==> src/rtl/uart_alu_interface.sv <==
// UART-to-ALU frame sequencer: collects A, B and opcode bytes, then sends the result.
// Optional inter-byte timeout enabled by defining UART_ALU_TIMEOUT_EN.
module uart_alu_interface #(
   parameter int DATA_WIDTH     = 8,
   parameter int OP_CODE_SIZE   = 6,
   parameter int TIMEOUT_CYCLES = 50000
) (
   input  logic                    i_clk,
   input  logic                    i_rst_n,
   input  logic [DATA_WIDTH-1:0]   i_rx_data,
   input  logic                    i_rx_done,
   output logic [DATA_WIDTH-1:0]   o_dato_a,
   output logic [DATA_WIDTH-1:0]   o_dato_b,
   output logic [OP_CODE_SIZE-1:0] o_op_code,
   input  logic [DATA_WIDTH-1:0]   i_resultado,
   output logic [DATA_WIDTH-1:0]   o_tx_data,
   output logic                    o_tx_start,
   input  logic                    i_tx_done,
   output logic                    o_busy,
   output logic                    o_frame_err
);

   typedef enum logic [2:0] {
      WAIT_A  = 3'd0,
      WAIT_B  = 3'd1,
      WAIT_OP = 3'd2,
      SEND    = 3'd3,
      WAIT_TX = 3'd4
   } state_t;

   state_t r_state;
   state_t w_next;

   logic [DATA_WIDTH-1:0]   r_dato_a;
   logic [DATA_WIDTH-1:0]   r_dato_b;
   logic [OP_CODE_SIZE-1:0] r_op_code;
   logic [DATA_WIDTH-1:0]   r_tx_data;
   logic                    r_tx_start;
   logic                    w_timeout;
   logic                    w_cap_a;
   logic                    w_cap_b;
   logic                    w_cap_op;
   logic                    w_send;
   logic                    w_busy;

`ifdef UART_ALU_TIMEOUT_EN
   localparam int CNT_W = $clog2(TIMEOUT_CYCLES) + 1;

   logic [CNT_W-1:0] r_cnt;
   logic             r_frame_err;
   logic             w_in_wait;

   assign w_in_wait = (r_state == WAIT_B) || (r_state == WAIT_OP);
   assign w_timeout = w_in_wait && !i_rx_done &&
                      (r_cnt == CNT_W'(TIMEOUT_CYCLES - 1));

   // Inter-byte idle counter, restarted by every received byte
   always_ff @(posedge i_clk) begin
      if (!i_rst_n)
         r_cnt <= '0;
      else if (i_rx_done || !w_in_wait || w_timeout)
         r_cnt <= '0;
      else
         r_cnt <= r_cnt + 1'b1;
   end

   // One-cycle abort pulse when a partial frame times out
   always_ff @(posedge i_clk) begin
      if (!i_rst_n)
         r_frame_err <= 1'b0;
      else
         r_frame_err <= w_timeout;
   end

   assign o_frame_err = r_frame_err;
`else
   assign w_timeout   = 1'b0;
   assign o_frame_err = 1'b0;
`endif

   // State register
   always_ff @(posedge i_clk) begin
      if (!i_rst_n)
         r_state <= WAIT_A;
      else
         r_state <= w_next;
   end

   // Next-state logic
   always_comb begin
      w_next = r_state;
      case (r_state)
         WAIT_A:  if (i_rx_done) w_next = WAIT_B;
         WAIT_B:  if (i_rx_done) w_next = WAIT_OP;
                  else if (w_timeout) w_next = WAIT_A;
         WAIT_OP: if (i_rx_done) w_next = SEND;
                  else if (w_timeout) w_next = WAIT_A;
         SEND:    w_next = WAIT_TX;
         WAIT_TX: if (i_tx_done) w_next = WAIT_A;
         default: w_next = WAIT_A;
      endcase
   end

   // Output decode: capture strobes, send strobe and busy flag
   always_comb begin
      w_cap_a  = 1'b0;
      w_cap_b  = 1'b0;
      w_cap_op = 1'b0;
      w_send   = 1'b0;
      w_busy   = 1'b0;
      case (r_state)
         WAIT_A:  w_cap_a  = i_rx_done;
         WAIT_B:  w_cap_b  = i_rx_done;
         WAIT_OP: w_cap_op = i_rx_done;
         SEND: begin
            w_send = 1'b1;
            w_busy = 1'b1;
         end
         WAIT_TX: w_busy = 1'b1;
         default: w_busy = 1'b0;
      endcase
   end

   // Operand/opcode capture; values persist between frames
   always_ff @(posedge i_clk) begin
      if (!i_rst_n) begin
         r_dato_a  <= '0;
         r_dato_b  <= '0;
         r_op_code <= '0;
      end else begin
         if (w_cap_a)  r_dato_a  <= i_rx_data;
         if (w_cap_b)  r_dato_b  <= i_rx_data;
         if (w_cap_op) r_op_code <= i_rx_data[OP_CODE_SIZE-1:0];
      end
   end

   // Result latch and transmitter start pulse
   always_ff @(posedge i_clk) begin
      if (!i_rst_n) begin
         r_tx_data  <= '0;
         r_tx_start <= 1'b0;
      end else begin
         r_tx_start <= w_send;
         if (w_send) r_tx_data <= i_resultado;
      end
   end

   assign o_dato_a   = r_dato_a;
   assign o_dato_b   = r_dato_b;
   assign o_op_code  = r_op_code;
   assign o_tx_data  = r_tx_data;
   assign o_tx_start = r_tx_start;
   assign o_busy     = w_busy;

endmodule

==> config.mk <==
export PLATFORM = sky130hd
export DESIGN_NAME = uart_alu_interface
export DESIGN_NICKNAME = d
export VERILOG_FILES = /design/src/rtl/uart_alu_interface.sv
export SDC_FILE = /design/constraint.sdc
export NUM_CORES = 1
export LEC_CHECK = 0
export BUFFER_PORTS_ARGS = -buffer_cell sky130_fd_sc_hd__buf_2
export CAP_MARGIN = 20
export CORE_MARGIN = 2
export CORE_UTILIZATION = 47
export DETAILED_ROUTE_END_ITERATION = 10
export PLACE_DENSITY = 0.76
export SLEW_MARGIN = 10
export SYNTH_ARGS = -nofsm -noshare
export SYNTH_HDL_FRONTEND = slang
export SYNTH_SLANG_ARGS = --single-unit
==> constraint.sdc <==
create_clock -name i_clk -period 1.22 [get_ports i_clk]
set_input_delay 0.183 -clock i_clk [delete_from_list [all_inputs] [get_ports i_clk]]
set_output_delay 0.183 -clock i_clk [all_outputs]
set_load 0.01 [all_outputs]
# After elaboration in Yosys (flattened, before gate mapping)
# Index checks and enable logic that the tools add are counted.
[word_totals] input_bits=20 regBits=34 elab_cells=27
[op_classes] n_reduce_logical=3 muxes=10 n_eq_ne=8
[op_table] op="$pmux 3 s5" count=1
[op_table] op="$mux 3" count=4
[op_table] op="$ne 2x2->1 const B" count=4
[op_table] op="$eq 3x2->1 const B" count=2
[op_table] op="$mux 1" count=5
[op_table] op="$reduce_and 4->1" count=1
[op_table] op="$eq 3x1->1 const B" count=1
[op_table] op="$eq 3x3->1 const B" count=1
[op_table] op="$logic_not 3->1" count=1
[op_table] op="$reduce_or 2->1" count=1

# Depth between registers and ports, before layout
# Gate-level depths: netlist of run 1.
[depth] ltp_word=3 ltp_mapped=4 mapped_depth_nobuf=2

# Worst setup path before layout of run 1
# Ideal clock, no wire load.
[synth_timing] path_type="register to output" start="register r_state[0]" end="output port o_busy" arrival_ns=0.917 path_slack_ns=0.120 required_time_ns=1.037 path_buffers=2 stages_incl_launch_ff=5 path_cell_list="dfxtp_1 > buf_6 > and3b_1 > buf_6 > a21o_1"
[synth_between] elab_chain_len=3 word_cells_on_any_way=4 cone_classes="eq/ne (2); mux (1); reduce/logical (1)"
[synth_lines] item="start, declared" line="31" text="state_t r_state;"
[synth_lines] item="start signal, assigned" line="86" text="r_state <= w_next;"
[synth_lines] item="$eq 3x3->1 / $eq 3x2->1 (equally long branches)" line="111" text="case (r_state)"
[synth_lines] item="$reduce_or 2->1 (no line) *"
[synth_lines] item="$mux 1 *" line="111"
[synth_lines] item="end, declared" line="19" text="output logic o_busy,"
# Every way passes the cells marked *; elsewhere a longest branch is shown, timed or not.

# Worst setup path after layout of run 1
# Same ends and word-level chain as after synthesis.

==> results of run 1 <==
-- cells in the mapped netlist --
cell type,number,share of area
a21o_1,1,0.0055
a21oi_1,2,0.0073
and2_1,1,0.0046
and3b_1,1,0.0064
and4bb_1,1,0.0092
buf_2,3,0.011
buf_4,2,0.011
buf_6,4,0.033
clkbuf_1,2,0.0055
conb_1,1,0.0027
dfxtp_1,34,0.50
mux2i_1,30,0.22
nand2_1,46,0.13
nand2b_1,3,0.014
nand3b_1,1,0.0055
nand4bb_1,1,0.0082
nor2_1,1,0.0027
nor4b_1,1,0.0064
nor4b_2,1,0.011
o21a_1,1,0.0055
or3b_1,1,0.0064
-- worst min-delay path, cell delays in order --
cell and delay [ns]:
buf_2 0.09, nand2_1 0.04, mux2i_1 0.06
-- worst max path at each step --
stage                     from      endpoint  slack (ns)  cells after the start
finish              r_state[0]        o_busy       -0.15                      4
global route        r_state[0]        o_busy       -0.20                      4
CTS                 r_state[0]        o_busy       -0.13                      3
detailed placement  r_state[0]  o_tx_data[3]        0.01                      3
global placement    r_state[0]  o_tx_data[3]        0.11                      3
floorplan           r_state[0]        o_busy        0.12                      4
-- cells by family after synthesis --
group / count (synthesis)
AOI/OAI and AO/OA: 4
buffers and inverters: 11
DFF: 34
muxes: 30
other: 1
and+or+nand+nor: 58
-- final cells by class --
class                   count  area [um^2]
well taps                  31         38.8
clock buffers               6         51.3
repair buffers             63          402
multi-input cells          93          614
clock inverters             1         30.0
flip-flops and latches     34          689
fillers                   228          932
-- flip-flops by register name, indices dropped and copies added, names as in the netlist --
name        count
o_dato_a        8
o_dato_b        8
o_tx_data       8
o_op_code       6
r_state         3
o_tx_start      1
-- stage by stage --
| stage | setup TNS [ns] | util | instances |
|---|---|---|---|
| final | -0.150 | 0.662 | 228 |
| after global placement | 0 | 0.602 | 215 |
| after global routing | -0.784 | 0.662 | 228 |
| after floorplan | 0 | - | 138 |
| after detailed placement | 0 | 0.602 | 215 |
| after CTS | -0.130 | 0.659 | 228 |
-- layer usage --
metal | wire [um] | track usage | up-vias | share of wire
li1 | - | - | 566 | -
met1 | 1320 | 0.235 | 536 | 0.43
met5 | 0 | 0 | - | 0
met2 | 1540 | 0.336 | 24 | 0.51
met4 | 61 | 0.0897 | 0 | 0.020
met3 | 107 | 0.0558 | 7 | 0.035
-- power by group through the flow --
stage | registers [mW] | logic (mW) | clock network, mW
2_1_floorplan | 1.22 | 0.141 | 0
3_3_place_gp | 1.20 | 0.248 | 0
3_5_place_dp | 1.20 | 0.256 | 0
4_1_cts | 1.17 | 0.285 | 0.852
5_1_grt | 1.18 | 0.314 | 0.903
6_report | 1.18 | 0.288 | 0.832
-- timing repair --
| item | in CTS | in global routing |
|---|---|---|
| gates cloned | 0 | 0 |
| buffers inserted | 6 | 0 |
| gates resized for setup | 10 | 2 |
| pin swaps | 2 | 1 |
| endpoints found under the setup margin | 2 | 19 |
==> results.json, run 1 <==
{
  "outcome": "finished, violations left",
  "violations": "negative setup slack",
  "worstSkewPairLatency_ns": 0.33,
  "slowest_stage": "dfxtp_4",
  "crit_path_cell_trace": "buf_4 > nor2_2 > a21o_1 > buf_2",
  "finalNetCount": 217,
  "grt_start_max_net_pins": 24,
  "drv_slew": 0,
  "die_area_mm2": 0.00335,
  "fin_crit_ns": 1.37,
  "final_area_mm2": 0.00183,
  "placed_cell_area_mm2": 0.00166,
  "setup_viol": 1,
  "crit_family": "flip-flops",
  "clkSlewWorstSetupHoldPaths_ns": 0.10,
  "timing.fmax_ghz": 0.730,
  "overflow": 0,
  "routed_wl_um": 3030,
  "syn_nets": 158,
  "seqPwrFrac": 0.512,
  "r2r-start": "r_state[1]",
  "combinationalPowerShare": 0.125,
  "p_leak_nw": 0.912,
  "drv_cap": 0,
  "hold_class": "input pin to register",
  "whs_path_depth": 3,
  "required_ns": 1.04,
  "cp-end-kind": "output port",
  "numCtsBuffers": 5,
  "finalPower_mw": 2.30,
  "cts.path.max_buffers": 2,
  "grt_first_pass_wirelength_um": 5020,
  "cts_tree": "done",
  "swShare": 0.228,
  "reg2reg_depth": 4,
  "grt_setup_unrepaired": "yes",
  "fp.coreArea_mm2": 0.00276,
  "ioPinCount": 53,
  "layout_commonest_cell": "buf_2",
  "vdd_drop_max_uv": 1230,
  "die_height_um": 57.9,
  "clkPwrFrac": 0.363,
  "wl_per_cell_um": 13.3,
  "clock_skew_ns": 0.00929,
  "route.detailed.drc": 0,
  "setup_ws_ns": -0.150,
  "critPathMaxFanout": 4,
  "hold_viol_final": 0,
  "power_density_mw_per_mm2": 1260,
  "intPower_mw": 1.77,
  "period_share": 1.12,
  "ys_ff_latch": 34,
  "timing_worst_setup_path_type": "register to output port",
  "io_buffer_count": 51,
  "grt_antenna_before_repair": 0,
  "gp_congestion": 0.725,
  "clock-sinks": 34,
  "grt_pass1_vias": 1141,
  "ctsHoldBuffers": 0,
  "synth_area_mm2": 0.00137,
  "drtAntennaViolNets": 0,
  "worst_ep_arrival_time_ns": 1.19,
  "synthXorXnorAreaFrac": 0,
  "start_util": 0.495,
  "pre_cts_ws_ns": 0.00959,
  "ys_types": 21,
  "yosys_warnings": 0,
  "drt_iter0_markers": 6,
  "min_from": "i_resultado[0]",
  "synth_adder_area_share": 0,
  "h-tree-depth": 2,
  "dp_hpwl_um": 2160,
  "r2r_setup_slack_ns": 0,
  "start_kind": "register",
  "avgSynthCellArea_um2": 9.90,
  "crit_buf_inv": 2,
  "synth_top_family_by_area": "multiplexers",
  "yosys.area_share.simple": 0.201,
  "r2r-end": "o_dato_a[1]",
  "layout-drive-gt1-share": 0.381,
  "dr.pass1.iters": 4,
  "dieWidth_um": 57.9,
  "hold-worst-slack_ns": 0.0948,
  "min_to": "o_tx_data[0]",
  "layout_common_cells": "51 x buf_2, 46 x nand2_1, 31 x dfxtp_1",
  "syn_inst": 138,
  "cp_slowest_stage_delay_ns": 0.37,
  "synth_mux_area_frac": 0.220,
  "grt_usage": 0.199,
  "via_per_inst": 4.97,
  "cts_root_buf": "clkbuf_4",
  "antenna_cells": 0,
  "num_rows": 19,
  "area_delta_synth_final_pct": 33.6,
  "synth_compound_area_frac": 0.0183,
  "num_vias": 1133,
  "switchingPower_mw": 0.524,
  "ys_seq_area_frac": 0.498
}
(Power assumes the default switching activity.)
==> run 2, diff against run 1 <==
- BUFFER_PORTS_ARGS: -buffer_cell sky130_fd_sc_hd__buf_2 -> -buffer_cell sky130_fd_sc_hd__buf_4
- CELL_PAD_IN_SITES_DETAIL_PLACEMENT: unset -> 1
- CELL_PAD_IN_SITES_GLOBAL_PLACEMENT: unset -> 2
- CORE_UTILIZATION: 47 -> 28
- PLACE_DENSITY: 0.76 -> 0.77
- clock period: 1.22 -> 1.45 ns (I/O delays scaled with it)
==> results.json, run 2 (synthesized netlist as in run 1, its figures left out) <==
{
  "finalPower_mw": 1.94,
  "drt_iter0_markers": 28,
  "routed_wl_um": 3410,
  "hold_viol_final": 0,
  "layout_common_cells": "54 x buf_4, 46 x nand2_1, 31 x dfxtp_1",
  "worst_ep_arrival_time_ns": 1.15,
  "grt_first_pass_wirelength_um": 5310,
  "critPathMaxFanout": 7,
  "dieWidth_um": 73.9,
  "layout-drive-gt1-share": 0.344,
  "period_share": 0.944,
  "drtAntennaViolNets": 0,
  "layout_commonest_cell": "buf_4",
  "ctsHoldBuffers": 0,
  "die_area_mm2": 0.00545,
  "start_util": 0.289,
  "fp.coreArea_mm2": 0.00472,
  "antenna_cells": 0,
  "crit_path_start": "r_state[2]",
  "cts_root_buf": "clkbuf_8",
  "cp-end-kind": "output port",
  "register_area_um2": 684,
  "worstSkewPairLatency_ns": 0.28,
  "timing_worst_setup_path_type": "register to output port",
  "setup_viol": 0,
  "clock-sinks": 34,
  "drv_slew": 0,
  "io_buffer_count": 51,
  "numCtsBuffers": 5,
  "vdd_drop_max_uv": 499,
  "overflow": 0,
  "area_delta_synth_final_pct": 36.7,
  "min_from": "i_resultado[6]",
  "via_per_inst": 4.34,
  "wl_per_cell_um": 13.3,
  "clock_skew_ns": 0.00456,
  "n_fill_cell": 556,
  "setup_tns_ns": 0,
  "cts.path.max_buffers": 2,
  "num_rows": 25,
  "multi_input_area_um2": 603,
  "route.detailed.drc": 0,
  "ctsResizeCount": 1,
  "drv_cap": 0,
  "die_height_um": 73.9,
  "post-cts-setup-buffers": 0,
  "timing.fmax_ghz": 0.731,
  "r2r-start": "r_state[0]",
  "required_ns": 1.23,
  "final_core_util": 0.395,
  "start_kind": "register",
  "hold_class": "input pin to register",
  "finalNetCount": 208,
  "grt_start_max_net_pins": 50,
  "grt_usage": 0.133,
  "clkSlewWorstSetupHoldPaths_ns": 0.07,
  "h-tree-depth": 2,
  "num_vias": 1110,
  "fin_crit_ns": 1.37,
  "gp_congestion": 0.658,
  "dp_hpwl_um": 2530,
  "grt_antenna_before_repair": 0,
  "p_leak_nw": 0.858,
  "outcome": "finished clean",
  "grt_pass1_vias": 1044,
  "grt_setup_unrepaired": "no",
  "power_density_mw_per_mm2": 1040,
  "dr.pass1.iters": 4,
  "ioPinCount": 53,
  "cts_tree": "done"
}
-- run 2: cell count changes in the layout (fill, tap and decap cells not counted), sizes merged --
cell	delta
bufinv	-1
clkbuf	+1
buf	-9
clkinv	+1
-- run 2: final timing paths --
kind	slack (ns)	endpoint	depth (start not counted)
hold / removal	0.18	o_tx_data[6]	3
hold reg to reg	0.46	o_dato_b[4]	2
setup / recovery	0.08	o_busy	3
setup reg to reg	0.28	o_op_code[4]	2
-- run 2: metrics by stage --
| stage | cell area [um^2] | hold WS [ns] | instances | setup slack (ns) |
|---|---|---|---|---|
| after detailed placement | 1770 | 0.455 | 248 | 0.189 |
| after global routing | 1870 | 0.175 | 256 | 0.0344 |
| after floorplan | 1370 | 0.360 | 138 | 0.316 |
| final | 1870 | 0.184 | 256 | 0.0818 |
| after global placement | 1770 | 0.444 | 248 | 0.287 |
| after CTS | 1870 | 0.177 | 256 | 0.0163 |
-- run 2: area by class of cell --
| type | count | share of cell area |
|---|---|---|
| Clock buffer | 7 | 0.0462 |
| Clock inverter | 1 | 0.00268 |
| Multi-Input combinational cell | 93 | 0.323 |
| Timing Repair Buffer | 54 | 0.217 |
| Tap cell | 67 | 0.0449 |
| Sequential cell | 34 | 0.366 |
-- run 2: critical path, cell delays in order (launching register included) --
cell	delay (ns)
dfxtp_2	0.38
and3b_1	0.20
a21o_1	0.15
buf_4	0.14
-- run 2: power by group --
group / internal [mW] / switching [mW] / total, mW
registers: 0.971 / 0.0264 / 0.997
clock network: 0.383 / 0.335 / 0.718
logic: 0.120 / 0.109 / 0.229
-- run 2: per-layer routing --
metal / part of all wire / track usage
met1: 0.42 / 0.162
met2: 0.52 / 0.212
met3: 0.033 / 0.0357
met4: 0.020 / 0.0727
met5: 0 / 0
==> run 3, diff against run 2 <==
- CELL_PAD_IN_SITES_DETAIL_PLACEMENT: 1 -> 0
- CELL_PAD_IN_SITES_GLOBAL_PLACEMENT: 2 -> 1
- CORE_UTILIZATION: 28 -> 35
==> results.json, run 3 (synthesized netlist as in run 1, its figures left out) <==
{
  "outcome": "finished clean",
  "vdd_drop_max_uv": 485,
  "layout_commonest_cell": "buf_4",
  "min_from": "i_resultado[6]",
  "clock-sinks": 34,
  "drt_iter0_markers": 41,
  "antenna_cells": 0,
  "grt_pass1_vias": 1030,
  "start_kind": "register",
  "route.detailed.drc": 0,
  "clock_skew_ns": 0.00431,
  "period_share": 0.949,
  "crit_buf_inv": 1,
  "setup_ws_ns": 0.0738,
  "via_per_inst": 4.65,
  "cts_tree": "done",
  "num_rows": 22,
  "slowest_stage": "dfxtp_2",
  "clkSlewWorstSetupHoldPaths_ns": 0.06,
  "grt_setup_unrepaired": "no",
  "pre_cts_ws_ns": 0.211,
  "gp_congestion": 0.717,
  "ctsHoldBuffers": 0,
  "required_ns": 1.23,
  "grt_start_max_net_pins": 50,
  "grt_first_pass_wirelength_um": 4840,
  "layout-drive-gt1-share": 0.339,
  "crit_family": "flip-flops",
  "hold_viol_final": 0,
  "setup_tns_ns": 0,
  "crit_path_start": "r_state[2]",
  "die_area_mm2": 0.00442,
  "timing_worst_setup_path_type": "register to output port",
  "layout_common_cells": "54 x buf_4, 46 x nand2_1, 31 x dfxtp_1",
  "n_fill_cell": 362,
  "hold-worst-slack_ns": 0.191,
  "final_core_util": 0.500,
  "ioPinCount": 53,
  "drv_cap": 0,
  "cts.path.max_buffers": 2,
  "cp_slowest_stage_delay_ns": 0.38,
  "numCtsBuffers": 5,
  "finalNetCount": 208,
  "register_area_um2": 684,
  "power_density_mw_per_mm2": 1100,
  "worst_ep_arrival_time_ns": 1.16,
  "area_delta_synth_final_pct": 36.1,
  "cts_root_buf": "clkbuf_8",
  "multi_input_area_um2": 603,
  "cp-end-kind": "output port",
  "setup_viol": 0,
  "dr.pass1.iters": 5,
  "hold_class": "input pin to register",
  "routed_wl_um": 2960,
  "overflow": 0,
  "r2r_setup_slack_ns": 0.26,
  "fp.coreArea_mm2": 0.00372,
  "grt_antenna_before_repair": 0,
  "die_height_um": 66.5,
  "r2r-start": "r_state[0]",
  "num_vias": 1101,
  "critPathMaxFanout": 7,
  "timing.fmax_ghz": 0.727,
  "fin_crit_ns": 1.38,
  "worstSkewPairLatency_ns": 0.28,
  "dieWidth_um": 66.5,
  "start_util": 0.368,
  "wl_per_cell_um": 12.5,
  "grt_usage": 0.145,
  "drtAntennaViolNets": 0,
  "post-cts-setup-buffers": 0,
  "drv_slew": 0,
  "io_buffer_count": 51,
  "crit_path_cell_trace": "and3b_1 > a21o_1 > buf_4",
  "p_leak_nw": 0.862,
  "h-tree-depth": 2,
  "dp_hpwl_um": 2140
}
-- run 3: changes by cell type in the layout (fill, tap and decap cells not counted), sizes merged --
cell    before  now
bufinv       0    1
clkinv       1    0
-- run 3: worst paths after layout --
path / endpoint / cells after the start
max: o_busy / 3
min: o_tx_data[6] / 3
max reg2reg: o_op_code[2] / 2
min reg2reg: o_dato_b[0] / 2
-- run 3: tightest hold or removal path: stages --
cell,delay (ns)
buf_4,0.11
nand2_1,0.04
mux2i_1,0.05
-- run 3: layout make-up --
cell class,count,share of cell area
clock buffer,7,0.0410
clock inverter,1,0.0162
multi-input combinational,93,0.324
sequential,34,0.368
tap,48,0.0323
timing repair buffer,54,0.218
-- run 3: per-layer routing --
layer | vias up | global-route usage | wire, um
met5 | - | 0 | 0
met4 | 0 | 0.0612 | 27
met3 | 2 | 0.0439 | 135
met2 | 24 | 0.236 | 1470
met1 | 527 | 0.177 | 1330
li1 | 548 | - | -
-- run 3: stage by stage --
step | instance area, um^2 | power [mW] | std cells
final | 1860 | 2.05 | 237
after detailed placement | 1750 | 1.24 | 229
after CTS | 1860 | 2.08 | 237
after floorplan | 1370 | 1.14 | 138
after global placement | 1750 | 1.24 | 229
after global routing | 1860 | 2.14 | 237
-- run 3: report_power, final --
| group | internal, mW | switching, mW |
|---|---|---|
| registers | 0.971 | 0.0259 |
| logic | 0.120 | 0.105 |
| clock network | 0.514 | 0.313 |
-- run 3: timing repair --
item	CTS	global route
endpoints found under the setup margin	1	1
pin swaps	0	0
gates resized for setup	1	2
